**src/rtl/spi_slave_rx_if.sv**
```systemverilog
// SPI pin and output-FIFO handshake bundle for spi_slave_rx.
// The slave modport is the receiver side; master is the host/consumer side.
interface spi_slave_rx_if #(
    parameter int DATA_WIDTH = 8,
    parameter int FIFO_DEPTH = 4
);
    logic                          spi_sclk_in;
    logic                          spi_mosi_in;
    logic                          spi_cs_n_in;
    logic [DATA_WIDTH-1:0]         data_out;
    logic                          data_first_out;
    logic                          data_valid_out;
    logic                          data_ready_in;
    logic                          frame_end_out;
    logic                          overrun_out;
    logic [$clog2(FIFO_DEPTH):0]   fifo_level_out;

    modport slave (
        input  spi_sclk_in, spi_mosi_in, spi_cs_n_in, data_ready_in,
        output data_out, data_first_out, data_valid_out, frame_end_out,
               overrun_out, fifo_level_out
    );

    modport master (
        output spi_sclk_in, spi_mosi_in, spi_cs_n_in, data_ready_in,
        input  data_out, data_first_out, data_valid_out, frame_end_out,
               overrun_out, fifo_level_out
    );
endinterface

```
**src/rtl/spi_slave_rx.sv**
```systemverilog
// Parametrised SPI slave receiver: synchronised pins, IDLE/ACTIVE frame tracking,
// word assembly and a first-word-fall-through output FIFO with overrun flag.
//
// state  | meaning
// IDLE   | cs_n high; sample edges ignored
// ACTIVE | cs_n low; shifting bits into the current word
module spi_slave_rx #(
    parameter int DATA_WIDTH  = 8,
    parameter int CPOL        = 0,
    parameter int CPHA        = 0,
    parameter int MSB_FIRST   = 1,
    parameter int FIFO_DEPTH  = 4,
    parameter int SYNC_STAGES = 2
) (
    input  logic         clk_in,
    input  logic         rst_n_in,
    spi_slave_rx_if.slave bus
);
    localparam int AW = $clog2(FIFO_DEPTH);
    localparam int CW = $clog2(DATA_WIDTH);
    localparam logic [CW-1:0] LAST_BIT  = CW'(DATA_WIDTH - 1);
    localparam logic [CW-1:0] CNT_ONE   = CW'(1);
    localparam logic [AW-1:0] PTR_ONE   = AW'(1);
    localparam logic [AW:0]   LVL_ONE   = (AW + 1)'(1);
    localparam logic [AW:0]   FULL_LVL  = (AW + 1)'(FIFO_DEPTH);
    localparam logic          SCLK_IDLE = (CPOL != 0);
    localparam logic [0:0]    ST_IDLE   = 1'b0;
    localparam logic [0:0]    ST_ACTIVE = 1'b1;

    logic [SYNC_STAGES-1:0] r_sclk_sync;
    logic [SYNC_STAGES-1:0] r_mosi_sync;
    logic [SYNC_STAGES-1:0] r_cs_sync;
    logic                   r_sclk_prev;
    logic                   r_cs_prev;

    logic [0:0]             r_state;
    logic [CW-1:0]          r_bit_cnt;
    logic [DATA_WIDTH-1:0]  r_shift;
    logic                   r_first_pend;
    logic                   r_push_pend;
    logic [DATA_WIDTH-1:0]  r_push_data;
    logic                   r_push_first;
    logic                   r_frame_end;

    logic [DATA_WIDTH-1:0]  r_mem [FIFO_DEPTH];
    logic                   r_first_mem [FIFO_DEPTH];
    logic [AW-1:0]          r_wr_ptr;
    logic [AW-1:0]          r_rd_ptr;
    logic [AW:0]            r_level;
    logic                   r_overrun;
    logic [DATA_WIDTH-1:0]  r_hold_data;
    logic                   r_hold_first;

    logic                   w_sclk_cur;
    logic                   w_mosi;
    logic                   w_cs_cur;
    logic                   w_sample;
    logic                   w_cs_fall;
    logic                   w_cs_rise;
    logic                   w_frame_start;
    logic [DATA_WIDTH-1:0]  w_shift_next;
    logic                   w_valid;
    logic                   w_full;
    logic                   w_pop;
    logic                   w_push;

    // Idle-level reset values keep the first post-reset cycles free of false edges.
    always_ff @(posedge clk_in or negedge rst_n_in) begin
        if (!rst_n_in) begin
            r_sclk_sync <= {SYNC_STAGES{SCLK_IDLE}};
            r_mosi_sync <= '0;
            r_cs_sync   <= '1;
            r_sclk_prev <= SCLK_IDLE;
            r_cs_prev   <= 1'b1;
        end else begin
            r_sclk_sync <= {r_sclk_sync[SYNC_STAGES-2:0], bus.spi_sclk_in};
            r_mosi_sync <= {r_mosi_sync[SYNC_STAGES-2:0], bus.spi_mosi_in};
            r_cs_sync   <= {r_cs_sync[SYNC_STAGES-2:0], bus.spi_cs_n_in};
            r_sclk_prev <= r_sclk_sync[SYNC_STAGES-1];
            r_cs_prev   <= r_cs_sync[SYNC_STAGES-1];
        end
    end

    assign w_sclk_cur    = r_sclk_sync[SYNC_STAGES-1];
    assign w_mosi        = r_mosi_sync[SYNC_STAGES-1];
    assign w_cs_cur      = r_cs_sync[SYNC_STAGES-1];
    assign w_sample      = (CPOL == CPHA) ? (w_sclk_cur & ~r_sclk_prev)
                                          : (~w_sclk_cur & r_sclk_prev);
    assign w_cs_fall     = ~w_cs_cur & r_cs_prev;
    assign w_cs_rise     = w_cs_cur & ~r_cs_prev;
    assign w_frame_start = (r_state == ST_IDLE) && w_cs_fall;

    always_comb begin
        w_shift_next = r_shift;
        if (MSB_FIRST != 0) begin
            w_shift_next = {r_shift[DATA_WIDTH-2:0], w_mosi};
        end else begin
            w_shift_next = {w_mosi, r_shift[DATA_WIDTH-1:1]};
        end
    end

    always_ff @(posedge clk_in or negedge rst_n_in) begin
        if (!rst_n_in) begin
            r_state      <= ST_IDLE;
            r_bit_cnt    <= '0;
            r_shift      <= '0;
            r_first_pend <= 1'b0;
            r_push_pend  <= 1'b0;
            r_push_data  <= '0;
            r_push_first <= 1'b0;
            r_frame_end  <= 1'b0;
        end else begin
            r_frame_end <= 1'b0;
            r_push_pend <= 1'b0;
            if (r_push_pend) begin
                r_first_pend <= 1'b0;
            end
            case (r_state)
                ST_IDLE: begin
                    if (w_cs_fall) begin
                        r_state      <= ST_ACTIVE;
                        r_bit_cnt    <= '0;
                        r_first_pend <= 1'b1;
                    end
                end
                default: begin
                    // A partial word is simply abandoned when the frame closes.
                    if (w_cs_rise) begin
                        r_state     <= ST_IDLE;
                        r_frame_end <= 1'b1;
                        r_bit_cnt   <= '0;
                    end else if (w_sample) begin
                        r_shift <= w_shift_next;
                        if (r_bit_cnt == LAST_BIT) begin
                            r_bit_cnt    <= '0;
                            r_push_pend  <= 1'b1;
                            r_push_data  <= w_shift_next;
                            r_push_first <= r_first_pend;
                        end else begin
                            r_bit_cnt <= r_bit_cnt + CNT_ONE;
                        end
                    end
                end
            endcase
        end
    end

    assign w_valid = (r_level != '0);
    assign w_full  = (r_level == FULL_LVL);
    assign w_pop   = w_valid && bus.data_ready_in;
    assign w_push  = r_push_pend && (!w_full || w_pop);

    always_ff @(posedge clk_in or negedge rst_n_in) begin
        if (!rst_n_in) begin
            for (int i = 0; i < FIFO_DEPTH; i++) begin
                r_mem[i]       <= '0;
                r_first_mem[i] <= 1'b0;
            end
            r_wr_ptr     <= '0;
            r_rd_ptr     <= '0;
            r_level      <= '0;
            r_overrun    <= 1'b0;
            r_hold_data  <= '0;
            r_hold_first <= 1'b0;
        end else begin
            if (w_push) begin
                r_mem[r_wr_ptr]       <= r_push_data;
                r_first_mem[r_wr_ptr] <= r_push_first;
                r_wr_ptr              <= r_wr_ptr + PTR_ONE;
            end
            if (w_pop) begin
                r_rd_ptr <= r_rd_ptr + PTR_ONE;
            end
            case ({w_push, w_pop})
                2'b10:   r_level <= r_level + LVL_ONE;
                2'b01:   r_level <= r_level - LVL_ONE;
                default: r_level <= r_level;
            endcase
            if (w_frame_start) begin
                r_overrun <= 1'b0;
            end
            if (r_push_pend && !w_push) begin
                r_overrun <= 1'b1;
            end
            // Remember the head so data_out stays put once the FIFO drains.
            if (w_valid) begin
                r_hold_data  <= r_mem[r_rd_ptr];
                r_hold_first <= r_first_mem[r_rd_ptr];
            end
        end
    end

    assign bus.data_out       = w_valid ? r_mem[r_rd_ptr] : r_hold_data;
    assign bus.data_first_out = w_valid ? r_first_mem[r_rd_ptr] : r_hold_first;
    assign bus.data_valid_out = w_valid;
    assign bus.frame_end_out  = r_frame_end;
    assign bus.overrun_out    = r_overrun;
    assign bus.fifo_level_out = r_level;
endmodule

```
**src/flat_wrapper.sv**
```systemverilog
// flat-port wrapper written by rule: the top's interface ports become plain ports
module spi_slave_rx_flat 
#(
    parameter int DATA_WIDTH  = 8,
    parameter int CPOL        = 0,
    parameter int CPHA        = 0,
    parameter int MSB_FIRST   = 1,
    parameter int FIFO_DEPTH  = 4,
    parameter int SYNC_STAGES = 2
)
  (clk_in, rst_n_in, bus_spi_sclk_in, bus_spi_mosi_in, bus_spi_cs_n_in, bus_data_ready_in, bus_data_out, bus_data_first_out, bus_data_valid_out, bus_frame_end_out, bus_overrun_out, bus_fifo_level_out);
  spi_slave_rx_if #(.DATA_WIDTH(DATA_WIDTH), .FIFO_DEPTH(FIFO_DEPTH)) bus_i ();
  input  logic clk_in;
  input  logic rst_n_in;
  input wire logic [$bits(bus_i.spi_sclk_in)-1:0] bus_spi_sclk_in;
  input wire logic [$bits(bus_i.spi_mosi_in)-1:0] bus_spi_mosi_in;
  input wire logic [$bits(bus_i.spi_cs_n_in)-1:0] bus_spi_cs_n_in;
  input wire logic [$bits(bus_i.data_ready_in)-1:0] bus_data_ready_in;
  output wire logic [$bits(bus_i.data_out)-1:0] bus_data_out;
  output wire logic [$bits(bus_i.data_first_out)-1:0] bus_data_first_out;
  output wire logic [$bits(bus_i.data_valid_out)-1:0] bus_data_valid_out;
  output wire logic [$bits(bus_i.frame_end_out)-1:0] bus_frame_end_out;
  output wire logic [$bits(bus_i.overrun_out)-1:0] bus_overrun_out;
  output wire logic [$bits(bus_i.fifo_level_out)-1:0] bus_fifo_level_out;
  assign bus_i.spi_sclk_in = bus_spi_sclk_in;
  assign bus_i.spi_mosi_in = bus_spi_mosi_in;
  assign bus_i.spi_cs_n_in = bus_spi_cs_n_in;
  assign bus_i.data_ready_in = bus_data_ready_in;
  assign bus_data_out = bus_i.data_out;
  assign bus_data_first_out = bus_i.data_first_out;
  assign bus_data_valid_out = bus_i.data_valid_out;
  assign bus_frame_end_out = bus_i.frame_end_out;
  assign bus_overrun_out = bus_i.overrun_out;
  assign bus_fifo_level_out = bus_i.fifo_level_out;
  spi_slave_rx #(.DATA_WIDTH(DATA_WIDTH), .CPOL(CPOL), .CPHA(CPHA), .MSB_FIRST(MSB_FIRST), .FIFO_DEPTH(FIFO_DEPTH), .SYNC_STAGES(SYNC_STAGES)) u_core (.clk_in(clk_in), .rst_n_in(rst_n_in), .bus(bus_i));
endmodule
```
**config.mk**
```make
export PLATFORM = sky130hd
export DESIGN_NAME = spi_slave_rx_flat
export DESIGN_NICKNAME = d
export VERILOG_FILES = /design/src/rtl/spi_slave_rx_if.sv /design/src/rtl/spi_slave_rx.sv /design/src/flat_wrapper.sv
export SDC_FILE = /design/constraint.sdc
export NUM_CORES = 1
export LEC_CHECK = 0
export CAP_MARGIN = 20
export CORE_MARGIN = 5
export CORE_UTILIZATION = 30
export CTS_CLUSTER_SIZE = 12
export DETAILED_ROUTE_END_ITERATION = 8
export DONT_BUFFER_PORTS = 1
export HOLD_SLACK_MARGIN = 0.06
export SYNTH_ARGS = -nofsm -noshare
export SYNTH_HDL_FRONTEND = slang
export SYNTH_SLANG_ARGS = --single-unit
```
**constraint.sdc**
```tcl
create_clock -name clk_in -period 3.6 [get_ports clk_in]
set_clock_uncertainty 0.2 [all_clocks]
set_input_delay 0.36 -clock clk_in [delete_from_list [all_inputs] [get_ports clk_in]]
set_output_delay 0.36 -clock clk_in [all_outputs]
set_load 0.02 [all_outputs]
```
* Word-level counts from Yosys, hierarchy flattened
Cells that the tools add are included.
** Storage, ports and cells
- Output and inout port bits :: 15
- Register bits after elaboration :: 84
- Word-level logic and storage cells :: 99
- Input port bits :: 6
** Operators by class
- Muxes and demuxes :: 34
- Order comparisons :: 3
- Bitwise operators :: 10
- Reductions and logical operators :: 15
- $add $sub $neg :: 5
- Eq/ne operators :: 5
** Operators by type and width (number)
- $bwmux 32 :: 1
- $mux 8 :: 4
- $mux 1 :: 18
- $bmux 8 s2 :: 1
- $demux 8 s2 :: 1
- $mux 3 :: 5
- $add 3x1->3 const B :: 2
- $eq 3x3->1 const B :: 2
- $ge 3x3->1 const B :: 2
- $not 2->3 :: 2
- $pmux 3 s2 :: 1
- $reduce_bool 2->1 :: 3
- $logic_and 1x1->1 :: 5
- $not 1->1 :: 5
- $add 2x1->2 const B :: 2
- $bwmux 4 :: 1
- $reduce_and 4->1 :: 1
- $and 1x1->1 :: 3
- $lt 3x1->1 const B :: 1
- $ne 3x3->1 const B :: 1
- $reduce_and 3->1 :: 1
- $reduce_bool 3->1 :: 1
- $sub 3x1->3 const B :: 1
- $bmux 1 s2 :: 1
- other kinds (6) :: 7

* Longest topological paths before layout
Gate-level depths: netlist of the first run.
- Word-level depth :: 7
- Gate-level depth with buffers :: 8
- Mapped depth without buffers :: 6

* Worst setup path before layout of the first run
Ideal clock, no wire load.
- Path kind :: register to register
- From :: reg u_core.r_level[0], in the netlist u_core.bus.fifo_level_out[0]
- To :: reg u_core.r_level[2], in the netlist u_core.bus.fifo_level_out[2]
- Path slack :: 1.230 ns
- Buffers on the path :: 2
- Stages on the path, launching flop included :: 9
- Library setup time :: 0.136 ns
- Clock period less this slack :: 2.370 ns
- Data arrival time :: 2.034 ns
- Required time :: 3.264 ns
- Cells stage by stage :: dfrtp_1 or3_1 clkbuf_1 buf_2 nand2_1 fa_1 nor3b_1 o32a_1 o21ai_0
** Between the ends
- Longest elaborated chain between the ends :: 6
- Elaborated cells between the ends (all ways) :: 12
- Classes of those cells :: add/sub (2); eq/ne (3); mux (1); reduce/logical (6)
** Ends and longest elaborated chain
- from (decl) :: RTL line spi_slave_rx.sv:49 : logic [AW:0] r_level;
- from (signal assigned) :: RTL line spi_slave_rx.sv:175 : 2'b10: r_level <= r_level + LVL_ONE;
- from (signal assigned) :: RTL line spi_slave_rx.sv:176 : 2'b01: r_level <= r_level - LVL_ONE;
- from (signal assigned) :: RTL line spi_slave_rx.sv:177 : default: r_level <= r_level;
- $reduce_bool 3->1 * :: RTL line spi_slave_rx.sv:148 : assign w_valid = (r_level != '0);
- named net bus_data_valid_out :: RTL line flat_wrapper.sv:21 : output wire logic [$bits(bus_i.data_valid_out)-1:0] bus_data_valid_out;
- $logic_and 1x1->1 * :: RTL line spi_slave_rx.sv:150 : assign w_pop = w_valid && bus.data_ready_in;
- $logic_or 1x1->1 :: RTL line spi_slave_rx.sv:151 : assign w_push = r_push_pend && (!w_full || w_pop);
- $logic_and 1x1->1 :: RTL line spi_slave_rx.sv:151
- $eq 2x1->1 or $eq 2x2->1 (tied branches) :: RTL line spi_slave_rx.sv:174 : case ({w_push, w_pop})
- $pmux 3 s2 or $reduce_bool 2->1 (tied branches)
The timed path passes the listed nets; every way through them passes the cells marked *.
A chain may end at the register's enable or synchronous reset.

* Worst setup path after layout of the first run
- From :: reg u_core.r_rd_ptr[0]
- To :: out bus_data_out[3]
** Between the ends
- Longest elaborated chain between the ends :: 5
** Ends and longest elaborated chain
- from (decl) :: RTL line spi_slave_rx.sv:48 : logic [AW-1:0] r_rd_ptr;
- from (signal assigned) :: RTL line spi_slave_rx.sv:172 : r_rd_ptr <= r_rd_ptr + PTR_ONE;
- $not 2->3 (implied by the code) :: RTL line spi_slave_rx.sv:193 : assign bus.data_out = w_valid ? r_mem[r_rd_ptr] : r_hold_data;
- $bmux 8 s2 :: RTL line spi_slave_rx.sv:193
- $mux 8 (implied by the code) (2 in a row) :: RTL line spi_slave_rx.sv:193
- $mux 8 :: RTL line spi_slave_rx.sv:193
- to (decl) :: RTL line flat_wrapper.sv:19 : output wire logic [$bits(bus_i.data_out)-1:0] bus_data_out;
No other way between the ends. The select of a mux whose other input is x is not followed.

==> run summary, run 1 <==
Syn avg cell area - 15.21 µm²
RSZ-0062 raised after global routing - no
Top cells by count, synth - 81 x dfrtp_1, 60 x mux2_2, 10 x inv_1
FMAX - 381.3 MHz
Initial antenna violation count - 0
Global route total overflow - 0
Cells after Synth - 236
Post-route setup TNS - 0 ns
Status - finished clean
CP endpoint kind - primary output
Avg Vias per Cell - 4.665
Worst setup SP type - flip-flop
Syn Nets - 249
All-Layer GR Usage - 9.831%
CP startpoint - u_core.r_rd_ptr[0]$_DFFE_PN0P_
Row count - 40
Clk Latency, worst-skew pair - 0.34 ns
Detailed Routing Iterations Pass 1 - 4
Req. time, crit path - 3.04 ns
Yosys top cell by area - dfrtp_1
Slowest CP cell - dfrtp_1
Reg2Reg Depth - 7
Max clock buf depth - 2
Synth Flop Type - dfrtp_1
Unique masters post-synth - 34
Worst Path Buf+Inv - 0
DRC viols - 0
Cell count along the critical path - 2
Max-Cap Viols - 0
Number of buffers created by CTS - 9
Drt total wl - 6.201 mm
Critical Path AT - 2.06 ns
Worst R2R Setup Slack - 1.25 ns
Synth top area cells - dfrtp_1 56%, mux2_2 19%, mux4_2 5.6%
Final critical-path share of the clock period - 72.85%
Die area - 14250 µm²
Post-CTS Setup Bufs - 0
GRT busiest layer - met2
Starting DRT DRC Count - 112
# hold bufs at CTS - 6
Starting density of the core - 30.26%
Yosys warnings - 0
Met3 GRT Util - 3.134%
Die Span Y - 119.4 µm
Largest delay share family, worst path - multiplexers
Grt met2 use - 14.66%
Slew Limit Fails - 0
Setup ws final - 0.9773 ns
Layout Nets - 258
Share of the synthesized area in the top cell type - 56.47%
Worst-path clk slew - 0.06 ns
Slew @ Worst Pin - 0.6963 ns
Met1 Track Usage GR - 13.12%
Min-delay src - bus_data_ready_in
Vias in the first global route - 2062
Final Hold Fails - 0
Power density over the cells - 567.5 nW/µm²
# setup viols final - 0
Reg2reg end - u_core.bus.fifo_level_out[2]$_DFFE_PN0P_
Vias - 1852
Minimum clock period - 2.623 ns
ANT cells - 0
Number of enable flip-flop cells after synthesis - 0
Post-CTS resize count - 0
R2R Path Start - u_core.bus.fifo_level_out[1]$_DFFE_PN0P_
Gpl congestion - 0.7138
Leakage power - 1.909 nW
Slew headroom - 53.58%
Mapped cell area - 3590 µm²
TritonCTS clock tree - done
First-pass GRT wire length - 10.95 mm
Worst setup endpoint - bus_data_out[3]
Clock Tree Root - clkbuf_16
Port Buf Inserts - 0
Antenna viol nets, final - 0
Share of cells above drive strength 1 - 38.00%
Pre-CTS WS - 1.217 ns
Core ar. - 11860 µm²
IO Pins - 21
Area grow syn2layout - 13.73%
Hold path cells - 3
Largest net degree at the start of global routing - 85
Post-synthesis async set-or-reset flop share - 100.0%
Crit path cell chain - mux4_2 > mux2_2
Clk sinks - 84
Most common cell in the synthesized netlist - dfrtp_1
H-tree depth - 3
Hold Path Class - primary input to flip-flop
Die X-Extent - 119.4 µm
Critical Path Fanout Max - 11
Worst vdd ir - 0.1794 mV
Crit path kind - flip-flop to primary output
Max incr delay on CP - 0.79 ns
Routed len/inst - 15.62 µm
Sequential area share after synthesis - 58.66%
Post-detail-place hpwl - 4.008 mm
Register bit total from synthesis - 84
[metrics by stage]
stage | power [mW] | utilization, % | hold WS [ns] | area (µm²) | instances
finish | 2.317 | 34.42 | 0.1014 | 4083 | 397
global route | 2.454 | 34.42 | 0.1286 | 4083 | 397
CTS | 2.364 | 34.42 | 0.09189 | 4083 | 397
detailed placement | 1.466 | 31.43 | -0.1316 | 3729 | 375
global placement | 1.450 | 31.43 | -0.1317 | 3729 | 375
floorplan | 1.393 | - | -0.1356 | 3590 | 236
[tightest hold or removal path: stages]
cell and delay (ns):
nand3_1 0.05, o2111ai_1 0.09, o21ai_0 0.08
[state kept, by name (all words and copies together), names as in the netlist, 2 cells and up]
signal	count
u_core.r_mem	32
u_core.r_hold_data	8
u_core.r_push_data	8
u_core.r_shift	7
u_core.r_first_mem	4
u_core.bus.fifo_level_out	3
u_core.r_bit_cnt	3
u_core.r_cs_sync	2
u_core.r_mosi_sync	2
u_core.r_rd_ptr	2
u_core.r_sclk_sync	2
u_core.r_wr_ptr	2
[layer usage]
layer	part of all wire, %	up-vias
met4	2.0	0
li1	-	866
met2	46	22
met5	0	-
met3	4.3	11
met1	47	953
[cells by family after synthesis]
group | share of synthesized area (%)
AO/OA/AOI/OAI | 3.346
XOR/XNOR | 1.220
adder cells (fa/ha/maj) | 2.649
buffers and inverters | 2.509
flip-flops | 58.66
multiplexers | 25.10
AND/OR/NAND/NOR | 6.518
[cell usage in the layout (no fill, tap or decap), types with 4 or more instances in the layout]
| cell | Yosys | layout |
|---|---|---|
| dfrtp_1 | 81 | 81 |
| clkbuf_16 | 0 | 9 |
| nor2_1 | 4 | 4 |
| nand2b_1 | 4 | 4 |
| dlygate4sd3_1 | 0 | 5 |
| o21ai_0 | 5 | 5 |
| inv_1 | 10 | 10 |
| nand3_1 | 7 | 7 |
| nand2_1 | 4 | 4 |
| ha_1 | 6 | 6 |
| mux2_2 | 60 | 60 |
| mux4_2 | 9 | 9 |
| nand3_4 | 4 | 4 |
[cell type report]
type / count / area [µm²]
clock buffer: 14 / 264.0
sequential: 84 / 2106
inverter: 10 / 37.54
clock inverter: 2 / 12.51
fill: 1115 / 7779
tap: 147 / 183.9
multi-input combinational: 133 / 1394
timing repair buffer: 7 / 85.08
[report_power, final]
part           switching [mW]  total [mW]  internal (mW)  leakage [nW]
clock                   0.349       0.854          0.505         0.133
combinational           0.145       0.310          0.164         0.652
sequential              0.139        1.15           1.01          1.12
total                   0.634        2.32           1.68          1.91
[how the worst min path moves through the flow]
stage,to,slack (ns)
floorplan,u_core.bus.fifo_level_out[0]$_DFFE_PN0P_,-0.14
global placement,u_core.r_sclk_sync[0]$_DFF_PN0_,-0.13
detailed placement,u_core.r_sclk_sync[0]$_DFF_PN0_,-0.13
CTS,u_core.bus.fifo_level_out[0]$_DFFE_PN0P_,0.09
global route,u_core.bus.fifo_level_out[1]$_DFFE_PN0P_,0.13
finish,u_core.bus.fifo_level_out[0]$_DFFE_PN0P_,0.10
Power figures use the tool's default switching activity.
==> inputs of run 2 (changes only) <==
- clock period: 3.6 -> 2.3 ns (I/O delays scaled with it)
==> run summary, run 2 (synthesis gave the netlist of run 1 again) <==
R2R Path Start - u_core.bus.fifo_level_out[2]$_DFFE_PN0P_
RSZ-0062 raised after global routing - no
Post-route setup TNS - 0 ns (unchanged)
Row count - 40 (unchanged)
Most frequent cells in the layout - 81 x dfrtp_1, 60 x mux2_2, 10 x inv_1, 9 x mux4_2, 9 x clkbuf_16
ANT cells - 0 (unchanged)
Die Span Y - 119.4 µm (unchanged)
FMAX - 450.4 MHz
CP endpoint kind - primary output
Req. time, crit path - 1.87 ns (-1.17 ns)
Max-Cap Viols - 0 (unchanged)
Placed insts - 380 (+1.3%)
Critical Path Fanout Max - 12 (+1)
Largest net degree at the start of global routing - 85 (unchanged)
Number of buffers created by CTS - 9 (unchanged)
Largest register by flop count - u_core.r_mem
Worst R2R Setup Slack - 0.29 ns (-0.96 ns)
Clk Latency, worst-skew pair - 0.34 ns (about the same)
Port Buf Inserts - 0 (unchanged)
Slew headroom - 65.35% (+12 points)
Worst vdd ir - 0.4118 mV (+130%)
Commonest non-fill, non-tap cell in the layout - dfrtp_1
Seq. cell area - 2106 µm² (unchanged)
Max FFs per register - 32 (unchanged)
Slew @ Worst Pin - 0.5197 ns (-0.1766 ns)
Vias - 1911 (+3.2%)
Fin cells - 400 (+0.76%)
DRC viols - 0 (unchanged)
Final Hold Fails - 84 (+84)
All-Layer GR Usage - 9.820% (-0.011 points)
Initial antenna violation count - 0 (unchanged)
Die area - 14250 µm² (unchanged)
Area grow syn2layout - 14.85%
Layout Nets - 261 (+1.2%)
Detailed Routing Iterations Pass 1 - 4 (unchanged)
Clk sinks - 84 (unchanged)
Routed len/inst - 15.74 µm (+0.79%)
Failing checks - negative hold slack
IO Pins - 21 (unchanged)
Worst setup SP type - flip-flop
Avg Vias per Cell - 4.778 (+2.4%)
H-tree depth - 3 (unchanged)
Largest regs - u_core.r_mem (32), u_core.r_hold_data (8), u_core.r_push_data (8)
Die X-Extent - 119.4 µm (unchanged)
Post-CTS Setup Bufs - 0 (unchanged)
Worst-path clk slew - 0.06 ns (about the same)
Post-detail-place hpwl - 4.096 mm (+2.2%)
Antenna viol nets, final - 0 (unchanged)
Fill cell count - 1122 (+0.63%)
Area occupied by multi-input gates - 1394 µm² (unchanged)
Starting density of the core - 30.26% (unchanged)
Leakage power - 1.938 nW (+1.5%)
Gpl congestion - 0.7005 (-1.9%)
Hold Path Class - primary input to asynchronous set/reset pin
Reg2Reg Depth - 6 (-1)
Core ar. - 11860 µm² (unchanged)
TritonCTS clock tree - done
Critical Path AT - 1.79 ns (-0.27 ns)
Power density over the cells - 921.3 nW/µm² (+62%)
Share of cells above drive strength 1 - 40.32% (+2.3 points)
Max clock buf depth - 2 (unchanged)
Starting DRT DRC Count - 102 (-8.9%)
# setup viols final - 0 (unchanged)
# hold bufs at CTS - 4 (-2)
First-pass GRT wire length - 10.81 mm (-1.3%)
Final critical-path share of the clock period - 96.52%
Slew Limit Fails - 0 (unchanged)
Drt total wl - 6.297 mm (+1.5%)
Reg2reg end - u_core.bus.fifo_level_out[1]$_DFFE_PN0P_
Crit path kind - flip-flop to primary output
Minimum clock period - 2.220 ns
Status - finished with violations
Global route total overflow - 0 (unchanged)
Min Hold Slack - -0.6142 ns (-0.7156 ns)
Vias in the first global route - 1988 (-3.6%)
Clock Tree Root - clkbuf_16
## run 2: changes by cell type in the layout (fill, tap and decap cells not counted), sizes merged
cell | previous run | this run
buf | 2 | 6
dlygate4sd3 | 5 | 4
bufinv | 0 | 1
clkinv | 1 | 3
clkbuf | 14 | 11
## run 2: worst max-delay path, stage by stage (launching register included)
cell     delay (ns)
dfrtp_1        0.44
or3_1          0.41
buf_4          0.22
mux2_2         0.36
## run 2: final cells by class
cell class | count | share of cell area, %
flip-flops and latches | 84 | 51.08
inverters | 10 | 0.9105
repair buffers | 10 | 2.155
clock buffers | 11 | 6.130
clock inverters | 5 | 1.457
multi-input cells | 133 | 33.81
well taps | 147 | 4.461
## run 2: layer usage
metal | track usage, % | part of all wire, % | wire length [µm]
met5 | 0 | 0 | 0
met4 | 5.082 | 2.4 | 151
met3 | 3.086 | 4.2 | 265
met2 | 14.16 | 46 | 2911
met1 | 13.21 | 47 | 2969
## run 2: what timing repair did
action                                  in CTS  in global routing
resized for setup                            0                  1
endpoints found under the setup margin       0                  1
endpoints found under the hold margin       93                 84
## run 2: report_power, final
part / leakage, nW / switching, mW / internal (mW)
logic: 0.662 / 0.305 / 0.294
clock network: 0.152 / 0.586 / 0.902
registers: 1.12 / 0.122 / 1.59
## run 2: stage by stage
step	power, mW	setup slack, ns	hold slack, ns	area, µm²	utilization (%)
global placement	2.322	0.3325	-0.2622	3766	31.75
floorplan	2.188	0.004947	-0.2656	3592	-
CTS	3.861	0.02905	-0.6352	4119	34.73
global route	3.995	0.004246	-0.6346	4123	34.76
finish	3.798	0.07998	-0.6142	4123	34.76
detailed placement	2.338	0.3102	-0.2623	3766	31.75
## run 2: worst max path at each step
stage / start / endpoint / slack, ns / depth (start not counted)
6_report: u_core.bus.fifo_level_out[2]$_DFFE_PN0P_ / bus_data_out[6] / 0.08 / 3
5_1_grt: u_core.bus.fifo_level_out[2]$_DFFE_PN0P_ / bus_data_out[6] / 0.004 / 3
4_1_cts: u_core.r_rd_ptr[0]$_DFFE_PN0P_ / bus_data_out[2] / 0.03 / 3
3_5_place_dp: u_core.bus.fifo_level_out[2]$_DFFE_PN0P_ / u_core.bus.fifo_level_out[1]$_DFFE_PN0P_ / 0.31 / 6
3_3_place_gp: u_core.bus.fifo_level_out[2]$_DFFE_PN0P_ / u_core.bus.fifo_level_out[1]$_DFFE_PN0P_ / 0.33 / 6
2_1_floorplan: u_core.bus.fifo_level_out[0]$_DFFE_PN0P_ / u_core.bus.fifo_level_out[2]$_DFFE_PN0P_ / 0.005 / 8
